$ cat src/rtl/rv_pkg.sv
// rv_pkg: shared RV32I decode definitions.
//   - opcode, funct3 and funct7 constants
//   - ctrl_t: decoded control bundle produced in ID and registered into ID/EX
//   - decode(): opcode-driven control decode (everything except the immediate)
package rv_pkg;

  localparam logic [6:0] OP_R      = 7'b0110011;
  localparam logic [6:0] OP_IMM    = 7'b0010011;
  localparam logic [6:0] OP_LOAD   = 7'b0000011;
  localparam logic [6:0] OP_STORE  = 7'b0100011;
  localparam logic [6:0] OP_BRANCH = 7'b1100011;
  localparam logic [6:0] OP_LUI    = 7'b0110111;
  localparam logic [6:0] OP_AUIPC  = 7'b0010111;
  localparam logic [6:0] OP_JAL    = 7'b1101111;
  localparam logic [6:0] OP_JALR   = 7'b1100111;

  localparam logic [2:0] F3_ADD  = 3'b000;
  localparam logic [2:0] F3_SLL  = 3'b001;
  localparam logic [2:0] F3_SLT  = 3'b010;
  localparam logic [2:0] F3_SLTU = 3'b011;
  localparam logic [2:0] F3_XOR  = 3'b100;
  localparam logic [2:0] F3_SR   = 3'b101;
  localparam logic [2:0] F3_OR   = 3'b110;
  localparam logic [2:0] F3_AND  = 3'b111;

  localparam logic [6:0] F7_BASE = 7'b0000000;
  localparam logic [6:0] F7_ALT  = 7'b0100000;

  typedef struct packed {
    logic [6:0] aluop;    // opcode
    logic [2:0] alusel;   // funct3 (0 for formats without one)
    logic [6:0] aluc;     // funct7 (R-type and immediate shifts only)
    logic [4:0] wd;       // rd for formats that write rd, else 0
    logic       wreg;
    logic       wmem;
    logic       rmem;
    logic       illegal;
    logic       rd_rs1;   // instruction reads rs1
    logic       rd_rs2;   // instruction reads rs2
  } ctrl_t;

  function automatic ctrl_t decode(input logic [31:0] inst);
    ctrl_t c;
    logic  wr;
    c        = '0;
    wr       = 1'b0;
    c.aluop  = inst[6:0];
    case (inst[6:0])
      OP_R: begin
        c.alusel = inst[14:12];
        c.aluc   = inst[31:25];
        c.rd_rs1 = 1'b1;
        c.rd_rs2 = 1'b1;
        wr       = 1'b1;
      end
      OP_IMM: begin
        c.alusel = inst[14:12];
        c.rd_rs1 = 1'b1;
        wr       = 1'b1;
        // shifts carry SRLI/SRAI selection in the funct7 slot
        if (inst[14:12] == F3_SLL || inst[14:12] == F3_SR) c.aluc = inst[31:25];
      end
      OP_LOAD: begin
        c.alusel = inst[14:12];
        c.rd_rs1 = 1'b1;
        c.rmem   = 1'b1;
        wr       = 1'b1;
      end
      OP_STORE: begin
        c.alusel = inst[14:12];
        c.rd_rs1 = 1'b1;
        c.rd_rs2 = 1'b1;
        c.wmem   = 1'b1;
      end
      OP_BRANCH: begin
        c.alusel = inst[14:12];
        c.rd_rs1 = 1'b1;
        c.rd_rs2 = 1'b1;
      end
      OP_LUI, OP_AUIPC, OP_JAL: wr = 1'b1;
      OP_JALR: begin
        c.alusel = inst[14:12];
        c.rd_rs1 = 1'b1;
        wr       = 1'b1;
      end
      default: c.illegal = 1'b1;
    endcase
    if (wr) c.wd = inst[11:7];
    c.wreg = wr && (inst[11:7] != 5'd0);
    return c;
  endfunction

endpackage

$ cat src/rtl/imm_gen.sv
// imm_gen: combinational RV32I immediate generator.
//   inst : instruction word
//   imm  : immediate for the instruction's format, sign-extended to XLEN
//          (shift amounts are zero-extended; unknown opcodes give 0)
module imm_gen
  import rv_pkg::*;
#(
  parameter int XLEN = 32
) (
  input  logic [31:0]     inst,
  output logic [XLEN-1:0] imm
);

  logic [31:0] imm32;

  always_comb begin
    imm32 = '0;
    case (inst[6:0])
      OP_IMM: begin
        if (inst[14:12] == F3_SLL || inst[14:12] == F3_SR)
          imm32 = {27'b0, inst[24:20]};
        else
          imm32 = {{20{inst[31]}}, inst[31:20]};
      end
      OP_LOAD, OP_JALR: imm32 = {{20{inst[31]}}, inst[31:20]};
      OP_STORE:         imm32 = {{20{inst[31]}}, inst[31:25], inst[11:7]};
      OP_BRANCH:        imm32 = {{19{inst[31]}}, inst[31], inst[7], inst[30:25], inst[11:8], 1'b0};
      OP_LUI, OP_AUIPC: imm32 = {inst[31:12], 12'b0};
      OP_JAL:           imm32 = {{11{inst[31]}}, inst[31], inst[19:12], inst[20], inst[30:21], 1'b0};
      default:          imm32 = '0;
    endcase
  end

  // signed cast sign-extends when XLEN is wider than 32
  assign imm = XLEN'($signed(imm32));

endmodule

$ cat src/rtl/id_stage.sv
// id_stage: registered RV32I decode stage with operand forwarding and
// load-use / RAW hazard stalling, feeding EX through a valid/ready ID/EX reg.
//   clk, rst              : clock, synchronous active-high reset
//   in_valid/in_ready     : fetch handshake, in_pc/in_inst offered word
//   rf_raddr*/rf_rdata*   : regfile read port (data returned same cycle)
//   ex_*/mem_*            : EX and MEM writeback buses used for forwarding
//   flush                 : redirect; squashes both the offer and ID/EX
//   out_valid/out_ready   : EX handshake; out_* are the ID/EX register
module id_stage
  import rv_pkg::*;
#(
  parameter int XLEN   = 32,
  parameter bit FWD_EN = 1'b1
) (
  input  logic            clk,
  input  logic            rst,
  input  logic            in_valid,
  output logic            in_ready,
  input  logic [31:0]     in_pc,
  input  logic [31:0]     in_inst,
  output logic [4:0]      rf_raddr1,
  output logic [4:0]      rf_raddr2,
  input  logic [XLEN-1:0] rf_rdata1,
  input  logic [XLEN-1:0] rf_rdata2,
  input  logic            ex_wreg,
  input  logic [4:0]      ex_wd,
  input  logic [XLEN-1:0] ex_wdata,
  input  logic            mem_wreg,
  input  logic [4:0]      mem_wd,
  input  logic [XLEN-1:0] mem_wdata,
  input  logic            flush,
  output logic            out_valid,
  input  logic            out_ready,
  output logic [31:0]     out_pc,
  output logic [6:0]      out_aluop,
  output logic [2:0]      out_alusel,
  output logic [6:0]      out_aluc,
  output logic [XLEN-1:0] out_rs1_val,
  output logic [XLEN-1:0] out_rs2_val,
  output logic [XLEN-1:0] out_imm,
  output logic [4:0]      out_wd,
  output logic            out_wreg,
  output logic            out_wmem,
  output logic            out_rmem,
  output logic            out_illegal
);

  ctrl_t           dec;
  logic [4:0]      rs1, rs2;
  logic [XLEN-1:0] imm, src1, src2;
  logic            load_use, raw, hazard, advance, load;

  assign rs1       = in_inst[19:15];
  assign rs2       = in_inst[24:20];
  assign rf_raddr1 = rs1;
  assign rf_raddr2 = rs2;

  always_comb dec = decode(in_inst);

  imm_gen #(.XLEN(XLEN)) u_imm (
    .inst (in_inst),
    .imm  (imm)
  );

  // Youngest producer wins: EX before MEM before the regfile.
  function automatic logic [XLEN-1:0] opnd(
    input logic            rd_en,
    input logic [4:0]      rs,
    input logic [XLEN-1:0] rf,
    input logic            exw,
    input logic [4:0]      exd,
    input logic [XLEN-1:0] exv,
    input logic            memw,
    input logic [4:0]      memd,
    input logic [XLEN-1:0] memv
  );
    if (!rd_en || rs == 5'd0) return '0;
    if (FWD_EN) begin
      if (exw && exd == rs)   return exv;
      if (memw && memd == rs) return memv;
    end
    return rf;
  endfunction

  // a read source (never x0) collides with an in-flight writer
  function automatic logic hits(
    input logic       rd_en,
    input logic [4:0] rs,
    input logic       wen,
    input logic [4:0] wd
  );
    return rd_en && (rs != 5'd0) && wen && (wd == rs);
  endfunction

  always_comb begin
    src1 = opnd(dec.rd_rs1, rs1, rf_rdata1, ex_wreg, ex_wd, ex_wdata, mem_wreg, mem_wd, mem_wdata);
    src2 = opnd(dec.rd_rs2, rs2, rf_rdata2, ex_wreg, ex_wd, ex_wdata, mem_wreg, mem_wd, mem_wdata);
  end

  // Load data only exists once the load reaches MEM, so a consumer directly
  // behind a load waits one cycle and then picks it off the MEM bus.
  assign load_use = hits(dec.rd_rs1, rs1, out_valid && out_rmem, out_wd)
                 || hits(dec.rd_rs2, rs2, out_valid && out_rmem, out_wd);

  // Without forwarding, wait until no stage ahead still owes the register.
  assign raw = hits(dec.rd_rs1, rs1, out_valid && out_wreg, out_wd)
            || hits(dec.rd_rs1, rs1, ex_wreg, ex_wd)
            || hits(dec.rd_rs1, rs1, mem_wreg, mem_wd)
            || hits(dec.rd_rs2, rs2, out_valid && out_wreg, out_wd)
            || hits(dec.rd_rs2, rs2, ex_wreg, ex_wd)
            || hits(dec.rd_rs2, rs2, mem_wreg, mem_wd);

  assign hazard   = FWD_EN ? load_use : raw;
  assign advance  = !out_valid || out_ready;
  assign in_ready = advance && !hazard && !flush;
  assign load     = in_valid && in_ready;

  always_ff @(posedge clk) begin
    if (rst) begin
      out_valid   <= 1'b0;
      out_pc      <= '0;
      out_aluop   <= '0;
      out_alusel  <= '0;
      out_aluc    <= '0;
      out_rs1_val <= '0;
      out_rs2_val <= '0;
      out_imm     <= '0;
      out_wd      <= '0;
      out_wreg    <= 1'b0;
      out_wmem    <= 1'b0;
      out_rmem    <= 1'b0;
      out_illegal <= 1'b0;
    end else if (flush) begin
      // squashes a held instruction too, even under backpressure
      out_valid <= 1'b0;
    end else if (advance) begin
      out_valid <= load;
      if (load) begin
        out_pc      <= in_pc;
        out_aluop   <= dec.aluop;
        out_alusel  <= dec.alusel;
        out_aluc    <= dec.aluc;
        out_rs1_val <= src1;
        out_rs2_val <= src2;
        out_imm     <= imm;
        out_wd      <= dec.wd;
        out_wreg    <= dec.wreg;
        out_wmem    <= dec.wmem;
        out_rmem    <= dec.rmem;
        out_illegal <= dec.illegal;
      end
    end
  end

endmodule

$ cat config.mk
export PLATFORM = sky130hd
export DESIGN_NAME = id_stage
export DESIGN_NICKNAME = d
export VERILOG_FILES = /design/src/rtl/rv_pkg.sv /design/src/rtl/imm_gen.sv /design/src/rtl/id_stage.sv
export SDC_FILE = /design/constraint.sdc
export NUM_CORES = 1
export LEC_CHECK = 0
export BUFFER_PORTS_ARGS = -buffer_cell sky130_fd_sc_hd__buf_2
export CELL_PAD_IN_SITES_DETAIL_PLACEMENT = 1
export CELL_PAD_IN_SITES_GLOBAL_PLACEMENT = 1
export CORE_MARGIN = 2
export CORE_UTILIZATION = 37
export DETAILED_ROUTE_END_ITERATION = 8
export PLACE_DENSITY = 0.86
export SLEW_MARGIN = 20
export SYNTH_ARGS = -nofsm -noshare
export SYNTH_HDL_FRONTEND = slang
export SYNTH_SLANG_ARGS = --single-unit
export TNS_END_PERCENT = 10
$ cat constraint.sdc
create_clock -name clk -period 6.3 [get_ports clk]
set_input_delay 0.63 -clock clk [delete_from_list [all_inputs] [get_ports clk]]
set_output_delay 0.63 -clock clk [all_outputs]
set_load 0.01 [all_outputs]
Yosys cells after proc, flatten, opt, wreduce, memory -nomap -nowiden
Index checks and enable logic that the tools add are counted.

Bitwise gates (word level): 1. Muxes and demuxes: 36. Eq/ne operators: 17. Reduce and logical (&&, ||, !) cells: 38.

Operators by type and width (count): 32-bit 2-to-1 mux (13); 32-bit case mux with 6 select lines (1); 5-bit equality test (6); 7-bit by 6-bit equality test with 1-bit output, second input constant (3); 7-bit equality test, second input constant (3); 1-bit 2-to-1 mux (18); 1-bit logical AND (15); 5-bit nonzero test (3); 7-bit by 5-bit equality test with 1-bit output, second input constant (2); 7-bit case mux with 2 select lines (1); 5-bit logical NOT (2); 9-bit OR reduction (1); 7-bit by 2-bit equality test with 1-bit output, second input constant (1); 7-bit 2-to-1 mux (1); 7-bit OR reduction (1); 2-bit OR reduction (3); 6-bit OR reduction (1); 1-bit logical NOT (5); 1-bit logical OR (5); 5-bit 2-to-1 mux (1); 3-bit by 1-bit equality test with 1-bit output, second input constant (1); 3-bit equality test, second input constant (1); 3-bit 2-to-1 mux (1); 3-bit AND reduction (1); 2 further kinds (2).

Word-level logic and storage cells: 105. Register bits after elaboration: 155.

Depth between registers and ports, before layout
Word-level depth: 12. Gate-level depth with buffers: 8.

By module
A second synthesis with hierarchy kept.

Cells, all modules: 903. Area total of the unflattened synthesis: 7643.6 sq um.

By module, submodules not included: id_stage (times used 1, area each 7129.3 sq um, cells an instance 835, sequential area each 3103.0 sq um); imm_gen (times used 1, area each 514.2 sq um, cells an instance 68, sequential area each 0.0 sq um).

Least setup slack after synthesis
OpenSTA, ideal clock, no wires.

Path type: input to output. Start point: in in_inst[3]. End point: out in_ready. Cell stages on the path: 7. Path buffers: 3. Data arrival time: 2402 ps. Path slack: 3268 ps. Cells stage by stage: clkbuf_1 nand3b_1 a21o_1 or4_1 buf_2 buf_2 and4b_1.

Cells in the longest elaborated chain, start to end: 10. Elaborated cells between the ends (all ways): 20. Those cells by class: eq/ne (6); mux (2); reduce/logical (12).

Ends and longest elaborated chain: start: declaration (line id_stage.sv:20) `input logic [31:0] in_inst,`; 7-bit by 6-bit equality test with 1-bit output, or another cell as far along (line rv_pkg.sv:48) `case (inst[6:0])`; 6-bit OR reduction (no line) / 3-bit OR reduction (equally long branches); 1-bit 2-to-1 mux (line rv_pkg.sv:48); 1-bit logical AND; 1-bit logical AND (2 in a row) (line id_stage.sv:92) `return rd_en && (rs != 5'd0) && wen && (wd == rs);`; 1-bit logical OR (*) (line id_stage.sv:103) `|| hits(dec.rd_rs2, rs2, out_valid && out_rmem, out_wd);`; 1-bit logical NOT (*) (line id_stage.sv:115) `assign in_ready = advance && !hazard && !flush;`; 1-bit logical AND (*) (2 in a row) (line id_stage.sv:115); end: declaration (line id_stage.sv:18) `output logic in_ready,`.

Mark *: on every way between the ends. The rest lies on a longest branch, timed or not.

Worst setup path after layout
Start point: in in_inst[4]. End point: out in_ready.

The elaborated chain is that of the path after synthesis.

==> flow_summary.json <==
{
  "hold_buffers": 0,
  "tns_ns": 0,
  "crit_chain": "buf_2 -> nand3b_1 -> a21o_1 -> or4_2 -> buf_4 -> and4b_1 -> buf_2",
  "portBuffers": 374,
  "synth_area_per_cell_sq_um": 8.66,
  "drtPass1Iterations": 7,
  "cpPeakStageDelay_ns": 1.11,
  "cts_buffer_depth": 2,
  "drc": 0,
  "clk_latency_ns": 0.43,
  "crit_top_cell": "buf_2",
  "min_path_type": "in -> reg",
  "cp_max_fo": 41,
  "ant_nets": 0,
  "yosysSeqAreaShare_pct": 37.3,
  "drive_above_1_share_pct": 35.2,
  "syn-instance-count": 959,
  "swShare_pct": 29.3,
  "power_frac_seq_pct": 40.3,
  "syn_nets": 1168,
  "seq_area_sq_um": 3100,
  "die_h_um": 154,
  "synth_fa_ha_area_share_pct": 0,
  "grt_pass1_wl_um": 56100,
  "async_reset_ff_share_pct": 0,
  "setup_violations": 0,
  "layoutNonFillerInstCount": 1536,
  "cts_num_sinks": 155,
  "crit_path_top_delay_cell": "or4_2",
  "cts_buffers": 17,
  "die_w_um": 154,
  "placed_cells": 1502,
  "initial_core_util_pct": 37.8,
  "ir_drop_mv": 0.155,
  "fillers": 2726,
  "synth-edff-count": 0,
  "cts_resized": 0,
  "fmax_mhz": 256,
  "synth_flop_cell": "dfxtp_1",
  "intPower_uw": 1780,
  "postRouteWirelength_um": 36600,
  "place.gp.congestion": 0.893,
  "netlist.area_leader.share_pct": 37.3,
  "rsz0062_at_grt": "no",
  "wl_per_cell_um": 23.8,
  "cts_tree": "done",
  "critPathRequiredTime_ns": 5.67,
  "synth_compound_area_share_pct": 32.3,
  "relSlewSlack_pct": 25.0,
  "end_kind": "output port",
  "cts_root_buf": "clkbuf_16",
  "path_clk_slew_ns": 0.07,
  "grt_usage_pct": 29.8,
  "core_area_sq_um": 22000,
  "synthXorXnorAreaFrac_pct": 3.16,
  "yosys.area_share.simple_pct": 16.9,
  "yosys_warnings": 0,
  "yosys-top-cells-area": "dfxtp_1 37%, a32o_1 7.6%, o311ai_0 6.6%, or3_1 4.8%, o21ai_0 4.0%",
  "final_max_slew_viol_count": 0,
  "finalCritPeriodShare_pct": 62.0,
  "antenna_found_initial": 4,
  "routed-via-count": 9644,
  "final.setup.worst_slack_ns": 2.40,
  "htree_levels": 4,
  "synth_cell_types": 57,
  "initialDrtViolationCount": 702,
  "critPathKind": "in -> out",
  "p_leak_uw": 0.00445,
  "synth_top_family_by_area": "compound AO/OA/AOI/OAI gates",
  "critPathLaunchType": "input pin",
  "tightest_slew_ns": 1.12,
  "synth_area_sq_um": 8310,
  "row_count": 54,
  "die-area_sq_um": 23700,
  "grt_pass1_vias": 9941,
  "ys_ff_latch": 155,
  "area_growth_pct": 29.4,
  "grt_max_degree": 65,
  "finalHoldViolCount": 0,
  "power.switching_uw": 738,
  "total_power_uw": 2520,
  "post_cts_buffers": 0,
  "overflow": 0,
  "pre_cts_ws_ns": 2.45,
  "pin_count": 375,
  "synth.mux.area_fraction_pct": 2.89,
  "critical_path_arrival_ns": 3.27,
  "period_needed_ns": 3.90,
  "ys_top_cells_by_count": "155 x dfxtp_1, 89 x nand2_1, 88 x clkbuf_1",
  "p_per_area_nw_per_um2": 234,
  "status": "finished clean",
  "vias_per_cell": 6.28,
  "hold_ws_ns": 0.447,
  "clock_skew_ns": 0.00957,
  "finalNetCount": 1450,
  "yosys.cell_count.top_type": "dfxtp_1",
  "multi_input_area_sq_um": 4630,
  "pwr-share-clk_pct": 45.1,
  "drv_cap": 0,
  "synth_largest_area_cell": "dfxtp_1",
  "hpwl_um": 25200,
  "combPwrFrac_pct": 14.6
}
-- cells by family after synthesis --
logic type,after synthesis
buffers and inverters,134
AOI/OAI and AO/OA,364
xor gates and xnor gates,30
DFF,155
and+or+nand+nor,252
muxes,24
-- final timing paths --
path / slack (ns) / endpoint / cells after the start / from
worst max-delay path: 2.40 / in_ready / 7 / in_inst[4]
worst min-delay path: 0.45 / out_pc[19]$_SDFFE_PP0P_ / 3 / in_pc[19]
worst max register to register: 3.11 / out_rs2_val[25]$_SDFFE_PP0P_ / 6 / out_wd[0]$_SDFFE_PP0P_
worst min register to register: 0.46 / out_aluc[3]$_SDFFE_PP0P_ / 2 / out_aluc[3]$_SDFFE_PP0P_
-- power groups by stage --
stage	Sequential (uW)	Clock (uW)	Combinational [uW]
floorplan	1050	0	182
global placement	1040	0	356
detailed placement	1040	0	362
CTS	1020	1150	364
global route	1020	1190	397
finish	1020	1140	368
-- layout by cell type, fill, tap and decap left out, types with 4 or more instances in the layout --
cell type / netlist / final
nor2_1: 9 / 9
o31ai_1: 40 / 40
xor2_1: 6 / 4
a22oi_1: 4 / 4
dfxtp_1: 155 / 155
clkbuf_16: 0 / 17
xnor2_1: 24 / 24
inv_8: 0 / 4
a311oi_1: 11 / 11
nand3_1: 6 / 5
nand3b_1: 4 / 4
nand2_1: 89 / 89
a31oi_1: 24 / 24
a21oi_1: 55 / 55
o311ai_0: 63 / 63
a211oi_1: 13 / 13
or4_1: 5 / 4
a32o_1: 63 / 63
buf_4: 12 / 21
o211ai_1: 7 / 7
nand2b_1: 4 / 4
or3_1: 64 / 64
mux2i_1: 24 / 24
nand4_1: 45 / 45
buf_2: 19 / 374
o21ai_0: 67 / 67
-- worst max-delay path: cells and delay by family --
| family | cells | cell delay (ns) |
|---|---|---|
| simple gates | 3 | 1.63 |
| buf+inv | 3 | 0.73 |
| compound gates | 1 | 0.27 |
-- sequential cells by signal (all words and copies together), names as in the netlist --
name         flops
out_imm         32
out_pc          32
out_rs1_val     32
out_rs2_val     32
out_aluc         7
out_aluop        7
out_wd           5
out_alusel       3
out_illegal      1
out_rmem         1
out_valid        1
out_wmem         1
out_wreg         1
-- routing by layer --
| layer | vias to the layer above | GRT usage (%) | part of all wire [%] |
|---|---|---|---|
| li1 | 4325 | - | - |
| met1 | 4717 | 35.4 | 39 |
| met2 | 505 | 51.5 | 48 |
| met3 | 93 | 7.75 | 9.3 |
| met4 | 4 | 12.1 | 3.3 |
| met5 | - | 0 | 0.076 |
-- layout make-up --
type	count	area share, %
multi-input combinational	670	43.0
sequential	155	28.9
timing repair buffer	395	18.9
clock buffer	18	3.99
tap	280	3.26
clock inverter	14	1.90
inverter	2	0.0698
antenna	2	0.0465
-- through the flow --
step                      util [%]  area, sq um
after floorplan                  -         8310
after global placement        46.1        10100
after detailed placement      46.1        10100
after CTS                     49.0        10800
after global routing          49.0        10800
final                         49.0        10800
Power figures use the tool's default switching activity.
